`config.mk`:
```
export PLATFORM = sky130hd
export DESIGN_NAME = shift_ctrl_flat
export DESIGN_NICKNAME = d
export VERILOG_FILES = /design/src/rtl/shift_ctrl_pkg.sv /design/src/rtl/shift_ctrl_if.sv /design/src/rtl/shift_ctrl_beat_cnt.sv /design/src/rtl/shift_ctrl.sv /design/src/flat_wrapper.sv
export SDC_FILE = /design/constraint.sdc
export NUM_CORES = 1
export LEC_CHECK = 0
export CAP_MARGIN = 10
export CORE_UTILIZATION = 27
export CTS_CLUSTER_DIAMETER = 100
export CTS_CLUSTER_SIZE = 16
export DETAILED_ROUTE_END_ITERATION = 10
export GPL_ROUTABILITY_DRIVEN = 0
export PLACE_DENSITY = 0.87
export SYNTH_ARGS = -nofsm -noshare
export SYNTH_HDL_FRONTEND = slang
export SYNTH_SLANG_ARGS = --single-unit
```
`constraint.sdc`:
```
create_clock -name clk -period 1.6 [get_ports clk]
set_clock_uncertainty 0.1 [all_clocks]
set_input_delay 0.4 -clock clk [delete_from_list [all_inputs] [get_ports clk]]
set_output_delay 0.4 -clock clk [all_outputs]
set_load 0.02 [all_outputs]
```
`src/rtl/shift_ctrl_pkg.sv`:
```
// shift_ctrl_pkg: shared types and constants for the shift register sequencing controller.
//   state_e  : controller FSM states (StPar exists only with SHIFT_CTRL_PARITY_EN)
//   MODE_*   : register mode encodings, bit order {l, r}
// Optional feature macro: SHIFT_CTRL_PARITY_EN (appends an even-parity beat to every frame).
package shift_ctrl_pkg;

`ifdef SHIFT_CTRL_PARITY_EN
  typedef enum logic [1:0] {StIdle, StShift, StPar} state_e;
`else
  typedef enum logic [0:0] {StIdle, StShift} state_e;
`endif

  localparam logic [1:0] MODE_HOLD  = 2'b00;
  localparam logic [1:0] MODE_TO0   = 2'b10;  // fill enters bit WIDTH-1
  localparam logic [1:0] MODE_TOMSB = 2'b01;  // fill enters bit 0
  localparam logic [1:0] MODE_LOAD  = 2'b11;

endpackage

```
`src/rtl/shift_ctrl_if.sv`:
```
// shift_ctrl_if: bundles the producer handshake, the serial consumer handshake and the
// shift register control/data lines of one controller instance.
//   master : controller side (drives in_ready, ser_*, done, sr_l/sr_r/sr_i/sr_d)
//   slave  : environment side (producer, consumer and register)
interface shift_ctrl_if #(
  parameter int unsigned WIDTH = 8
);
  logic             in_valid;
  logic             in_ready;
  logic [WIDTH-1:0] in_data;
  logic             in_msb_first;
  logic             ser_valid;
  logic             ser_ready;
  logic             ser_out;
  logic             done;
  logic             sr_l;
  logic             sr_r;
  logic             sr_i;
  logic [WIDTH-1:0] sr_d;
  logic [WIDTH-1:0] sr_q;

  modport master (
    input  in_valid, in_data, in_msb_first, ser_ready, sr_q,
    output in_ready, ser_valid, ser_out, done, sr_l, sr_r, sr_i, sr_d
  );

  modport slave (
    output in_valid, in_data, in_msb_first, ser_ready, sr_q,
    input  in_ready, ser_valid, ser_out, done, sr_l, sr_r, sr_i, sr_d
  );
endinterface

```
`src/rtl/shift_ctrl_beat_cnt.sv`:
```
// shift_ctrl_beat_cnt: beat counter for one frame.
//   clk, rst : clock, synchronous active-high reset
//   clr      : restart counting from zero (frame accept)
//   en       : count one beat
//   last     : current count is WIDTH-1 (final data beat)
module shift_ctrl_beat_cnt #(
  parameter int unsigned WIDTH = 8
) (
  input  logic clk,
  input  logic rst,
  input  logic clr,
  input  logic en,
  output logic last
);
  localparam int unsigned CntW = $clog2(WIDTH);

  logic [CntW-1:0] cnt_q;

  always_ff @(posedge clk) begin
    if (rst || clr) begin
      cnt_q <= '0;
    end else if (en) begin
      cnt_q <= cnt_q + 1'b1;
    end
  end

  assign last = (cnt_q == CntW'(WIDTH - 1));

endmodule

```
`src/rtl/shift_ctrl.sv`:
```
// shift_ctrl: sequencing controller for a 4-mode universal shift register. Accepts a parallel
// word on the in_* handshake, parallel-loads the register, then shifts one bit per accepted
// serial beat, presenting the outgoing bit on ser_out with its own valid/ready handshake.
//   clk, rst     : clock (shared with the register), synchronous active-high reset
//   bus.in_*     : producer handshake, word and bit order (sampled on accept)
//   bus.ser_*    : serial beat handshake and data bit
//   bus.done     : one-cycle pulse on the final beat handshake of a frame
//   bus.sr_*     : register mode {sr_l, sr_r}, fill bit, load data and register outputs
// Optional feature macro: SHIFT_CTRL_PARITY_EN (one even-parity beat after the data beats).
module shift_ctrl
  import shift_ctrl_pkg::*;
#(
  parameter int unsigned WIDTH = 8
) (
  input logic          clk,
  input logic          rst,
  shift_ctrl_if.master bus
);

  state_e     state_q, state_d;
  logic       dir_q;
  logic       accept;
  logic       cnt_en;
  logic       cnt_last;
  logic [1:0] mode;
  logic       in_ready;
  logic       ser_valid;
  logic       ser_out;
  logic       done;
`ifdef SHIFT_CTRL_PARITY_EN
  logic       par_q;
`endif

  assign accept = (state_q == StIdle) && bus.in_valid;
  assign cnt_en = (state_q == StShift) && bus.ser_ready;

  shift_ctrl_beat_cnt #(
    .WIDTH (WIDTH)
  ) u_beat_cnt (
    .clk  (clk),
    .rst  (rst),
    .clr  (accept),
    .en   (cnt_en),
    .last (cnt_last)
  );

  // State register plus the per-frame attributes captured on accept.
  always_ff @(posedge clk) begin
    if (rst) begin
      state_q <= StIdle;
      dir_q   <= 1'b0;
`ifdef SHIFT_CTRL_PARITY_EN
      par_q   <= 1'b0;
`endif
    end else begin
      state_q <= state_d;
      if (accept) begin
        dir_q <= bus.in_msb_first;
`ifdef SHIFT_CTRL_PARITY_EN
        par_q <= ^bus.in_data;
`endif
      end
    end
  end

  always_comb begin
    state_d = state_q;
    unique case (state_q)
      StIdle: begin
        if (bus.in_valid) state_d = StShift;
      end
      StShift: begin
        if (bus.ser_ready && cnt_last) begin
`ifdef SHIFT_CTRL_PARITY_EN
          state_d = StPar;
`else
          state_d = StIdle;
`endif
        end
      end
`ifdef SHIFT_CTRL_PARITY_EN
      StPar: begin
        if (bus.ser_ready) state_d = StIdle;
      end
`endif
      default: state_d = StIdle;
    endcase
  end

  // Everything is forced idle while rst is high so the register holds its contents.
  always_comb begin
    in_ready  = 1'b0;
    ser_valid = 1'b0;
    ser_out   = 1'b0;
    done      = 1'b0;
    mode      = MODE_HOLD;
    if (!rst) begin
      unique case (state_q)
        StIdle: begin
          in_ready = 1'b1;
          if (bus.in_valid) mode = MODE_LOAD;
        end
        StShift: begin
          ser_valid = 1'b1;
          ser_out   = dir_q ? bus.sr_q[WIDTH-1] : bus.sr_q[0];
          if (bus.ser_ready) begin
            mode = dir_q ? MODE_TOMSB : MODE_TO0;
`ifdef SHIFT_CTRL_PARITY_EN
            done = 1'b0;
`else
            done = cnt_last;
`endif
          end
        end
`ifdef SHIFT_CTRL_PARITY_EN
        StPar: begin
          ser_valid = 1'b1;
          ser_out   = par_q;
          done      = bus.ser_ready;
        end
`endif
        default: ;
      endcase
    end
  end

  // Only the end bits of the register are observed; the rest is consumed here to document that.
  logic unused_sr_q;
  assign unused_sr_q = ^bus.sr_q;

  assign bus.in_ready  = in_ready;
  assign bus.ser_valid = ser_valid;
  assign bus.ser_out   = ser_out;
  assign bus.done      = done;
  assign bus.sr_l      = mode[1];
  assign bus.sr_r      = mode[0];
  assign bus.sr_i      = 1'b0;
  assign bus.sr_d      = bus.in_data;

endmodule

```
`src/flat_wrapper.sv`:
```
// flat-port wrapper written by rule: the top's interface ports become plain ports
module shift_ctrl_flat import shift_ctrl_pkg::*;
#(
  parameter int unsigned WIDTH = 8
)
  (clk, rst, bus_in_valid, bus_in_data, bus_in_msb_first, bus_ser_ready, bus_sr_q, bus_in_ready, bus_ser_valid, bus_ser_out, bus_done, bus_sr_l, bus_sr_r, bus_sr_i, bus_sr_d);
  shift_ctrl_if #(.WIDTH(WIDTH)) bus_i ();
  input logic clk;
  input logic rst;
  input wire logic [$bits(bus_i.in_valid)-1:0] bus_in_valid;
  input wire logic [$bits(bus_i.in_data)-1:0] bus_in_data;
  input wire logic [$bits(bus_i.in_msb_first)-1:0] bus_in_msb_first;
  input wire logic [$bits(bus_i.ser_ready)-1:0] bus_ser_ready;
  input wire logic [$bits(bus_i.sr_q)-1:0] bus_sr_q;
  output wire logic [$bits(bus_i.in_ready)-1:0] bus_in_ready;
  output wire logic [$bits(bus_i.ser_valid)-1:0] bus_ser_valid;
  output wire logic [$bits(bus_i.ser_out)-1:0] bus_ser_out;
  output wire logic [$bits(bus_i.done)-1:0] bus_done;
  output wire logic [$bits(bus_i.sr_l)-1:0] bus_sr_l;
  output wire logic [$bits(bus_i.sr_r)-1:0] bus_sr_r;
  output wire logic [$bits(bus_i.sr_i)-1:0] bus_sr_i;
  output wire logic [$bits(bus_i.sr_d)-1:0] bus_sr_d;
  assign bus_i.in_valid = bus_in_valid;
  assign bus_i.in_data = bus_in_data;
  assign bus_i.in_msb_first = bus_in_msb_first;
  assign bus_i.ser_ready = bus_ser_ready;
  assign bus_i.sr_q = bus_sr_q;
  assign bus_in_ready = bus_i.in_ready;
  assign bus_ser_valid = bus_i.ser_valid;
  assign bus_ser_out = bus_i.ser_out;
  assign bus_done = bus_i.done;
  assign bus_sr_l = bus_i.sr_l;
  assign bus_sr_r = bus_i.sr_r;
  assign bus_sr_i = bus_i.sr_i;
  assign bus_sr_d = bus_i.sr_d;
  shift_ctrl #(.WIDTH(WIDTH)) u_core (.clk(clk), .rst(rst), .bus(bus_i));
endmodule
```
==> qor.yml <==
clock_path_buffers: 2
synth_area_per_cell_um2: 8.61
cts-root-buf: "clkbuf_4"
syn-cell-area_um2: 353
antenna_left: 0
grt_pass1_wl_um: 1470
cts_tree: "done"
crit_slowest_cell: "dfxtp_2"
nNetsFinal: 79
cts_sinks: 5
drv_cap: 0
synth-adder-area-share_pct: 7.09
grt_antenna_before_repair: 0
worstPathCellList: "ha_4 -> ha_4 -> and3b_1 -> buf_6"
postCtsSetupBuffers: 0
p_total_uw: 382
die_h_um: 38.2
grt-ovfl-total: 0
rows: 12
synth_top_area_share_pct: 28.4
yosys_warnings: 0
drive_gt1_share_pct: 61.8
clock_latency_ps: 240
hpwl_um: 595
synth_simple_gate_area_share_pct: 18.8
grt_max_degree: 8
synth_mux_area_share_pct: 11.3
rsz0062_at_grt: "true"
yosysSeqAreaShare_pct: 28.4
fmax_mhz: 593
first_pass_iters: 4
die_area_um2: 1460
vdd_drop_max_mv: 0.262
syn2layout_area_growth_pct: 59.2
crit_type: "register to output pin"
numCtsBuffers: 3
io_buffers: 12
initial_utilization_pct: 30.5
synth_cells: 41
hold_viol_final: 0
setup_slack_ps: -87.7
synthesis.nets: 64
hold_class: "register to register"
critPathMaxStageDelay_ps: 330
grt_pass1_vias: 340
synth-compound-area-share_pct: 10.6
holdWs_ps: 430
worstSetupEndpointType: "output pin"
ys_types: 15
clkTransAtPathRegs_ps: 40
path_buf_inv: 1
power.leakage_uw: 0.000253
cp.required_ps: 1100
synth_xor_area_share_pct: 0
ios: 36
slew_viol_final: 0
cp_common_cell: "ha_4"
worstPathArrival_ps: 1190
status: "finished with violations"
fin_crit_sh_pct: 105
setup_violations: 2
place_ws_ps: -813
drcViolationCount: 0
grt_usage_pct: 15.2
vias: 311
crit_path_start_kind: "register"
drt-initial-drc-count: 2
cellPowerDensity_nw_per_um2: 681
synth_top_family_by_area: "buffers and inverters"
die_x_um: 38.2
cts_htree_levels: 1
yosys.area.top_type: "dfxtp_1"
synth_area_leaders: "dfxtp_1, buf_4, mux2i_1"
min_period_ps: 1690
diodes: 0
violations: "setup timing"
via_per_inst: 4.51
cp_top_family: "flip-flops"
wl_per_cell_um: 12.0
hold_buffers: 0
path_max_fanout: 2
wl_um: 826
core_area_um2: 1160
ys_seq_elements: 5
==> state kept, by name, summed over array words and instances, names as in the netlist <==
| register | count |
|---|---|
| u_core.state_q | 1 |
| u_core.dir_q | 1 |
| u_core.u_beat_cnt.cnt_q | 3 |
==> synth_stat cells (all sizes together) <==
cell	instances
nand2b	2
a211oi	1
and2	1
mux2i	4
buf	11
nand2	1
dfxtp	5
a21oi	2
and3b	1
conb	1
a22oi	2
ha	2
nor2	6
nor2b	2
==> cell families (layout without fill, tap and decap cells) <==
kind of cell / Yosys count / count (layout)
compound gates: 5 / 5
mux: 4 / 4
other cells: 1 / 1
simple gates: 13 / 13
buf+inv: 11 / 25
flops: 5 / 5
fa+ha+maj: 2 / 2
==> report_power, final <==
group	internal [uW]	switching [uW]	leakage, uW
combinational	53.8	43.8	0.000196
clock	94.4	53.9	0.0000150
sequential	131	5.26	0.0000424
==> what timing repair did <==
| action | in CTS | in global routing |
|---|---|---|
| gates resized for setup | 51 | 4 |
| pin swaps | 2 | 2 |
| cloned | 0 | 0 |
| endpoints found under the setup margin | 6 | 6 |
| hold endpoints to repair | 0 | 0 |
==> placed cells by master (no fill, tap or decap), drive strengths merged <==
cell / Yosys / layout
a22oi: 2 / 2
and3b: 1 / 1
and2: 1 / 1
ha: 2 / 2
clkdlybuf4s15: 0 / 1
buf: 11 / 14
nor2b: 2 / 2
dfxtp: 5 / 5
nand2: 1 / 1
clkbuf: 0 / 6
nor2: 6 / 6
dlygate4sd2: 0 / 3
a211oi: 1 / 1
mux2i: 4 / 4
conb: 1 / 1
a21oi: 2 / 2
nand2b: 2 / 2
clkdlybuf4s50: 0 / 1
==> tightest hold or removal path, cell delays in order (launching register included) <==
cell     delay, ps
dfxtp_2        340
a22oi_1         70
nor2_1          80
==> stage by stage <==
| step | setup TNS (ps) | utilization (%) | instance area [um^2] | cells |
|---|---|---|---|---|
| 4_1_cts | -121 | 49.7 | 574 | 69 |
| 3_5_place_dp | -4400 | 42.2 | 488 | 65 |
| 5_1_grt | -259 | 48.6 | 562 | 69 |
| 2_1_floorplan | 0 | - | 363 | 41 |
| 3_3_place_gp | -4300 | 42.2 | 488 | 65 |
| 6_report | -97.0 | 48.6 | 562 | 69 |
==> routing by layer <==
metal | routed length (um) | GRT usage (%)
met1 | 318 | 14.9
met2 | 457 | 28.8
met3 | 33 | 3.49
met4 | 17 | 8.04
met5 | 0 | 0
==> layout make-up <==
type	instances	area, um^2
repair buffers	21	179
fillers	113	594
multi-input cells	25	234
well taps	14	17.5
flip-flops and latches	5	105
clock buffers	4	26.3
==> path summary, 6_finish.rpt <==
| kind | startpoint | to | slack, ps | depth (start not counted) |
|---|---|---|---|---|
| setup / recovery | u_core.u_beat_cnt.cnt_q[0] | bus_done | -90 | 4 |
| hold / removal | u_core.u_beat_cnt.cnt_q[1] | u_core.u_beat_cnt.cnt_q[1] | 430 | 2 |
| setup reg to reg | u_core.state_q | u_core.u_beat_cnt.cnt_q[0] | 470 | 4 |
| hold reg to reg | u_core.u_beat_cnt.cnt_q[1] | u_core.u_beat_cnt.cnt_q[1] | 430 | 2 |
No activity file was read; power rests on OpenSTA's default activity.
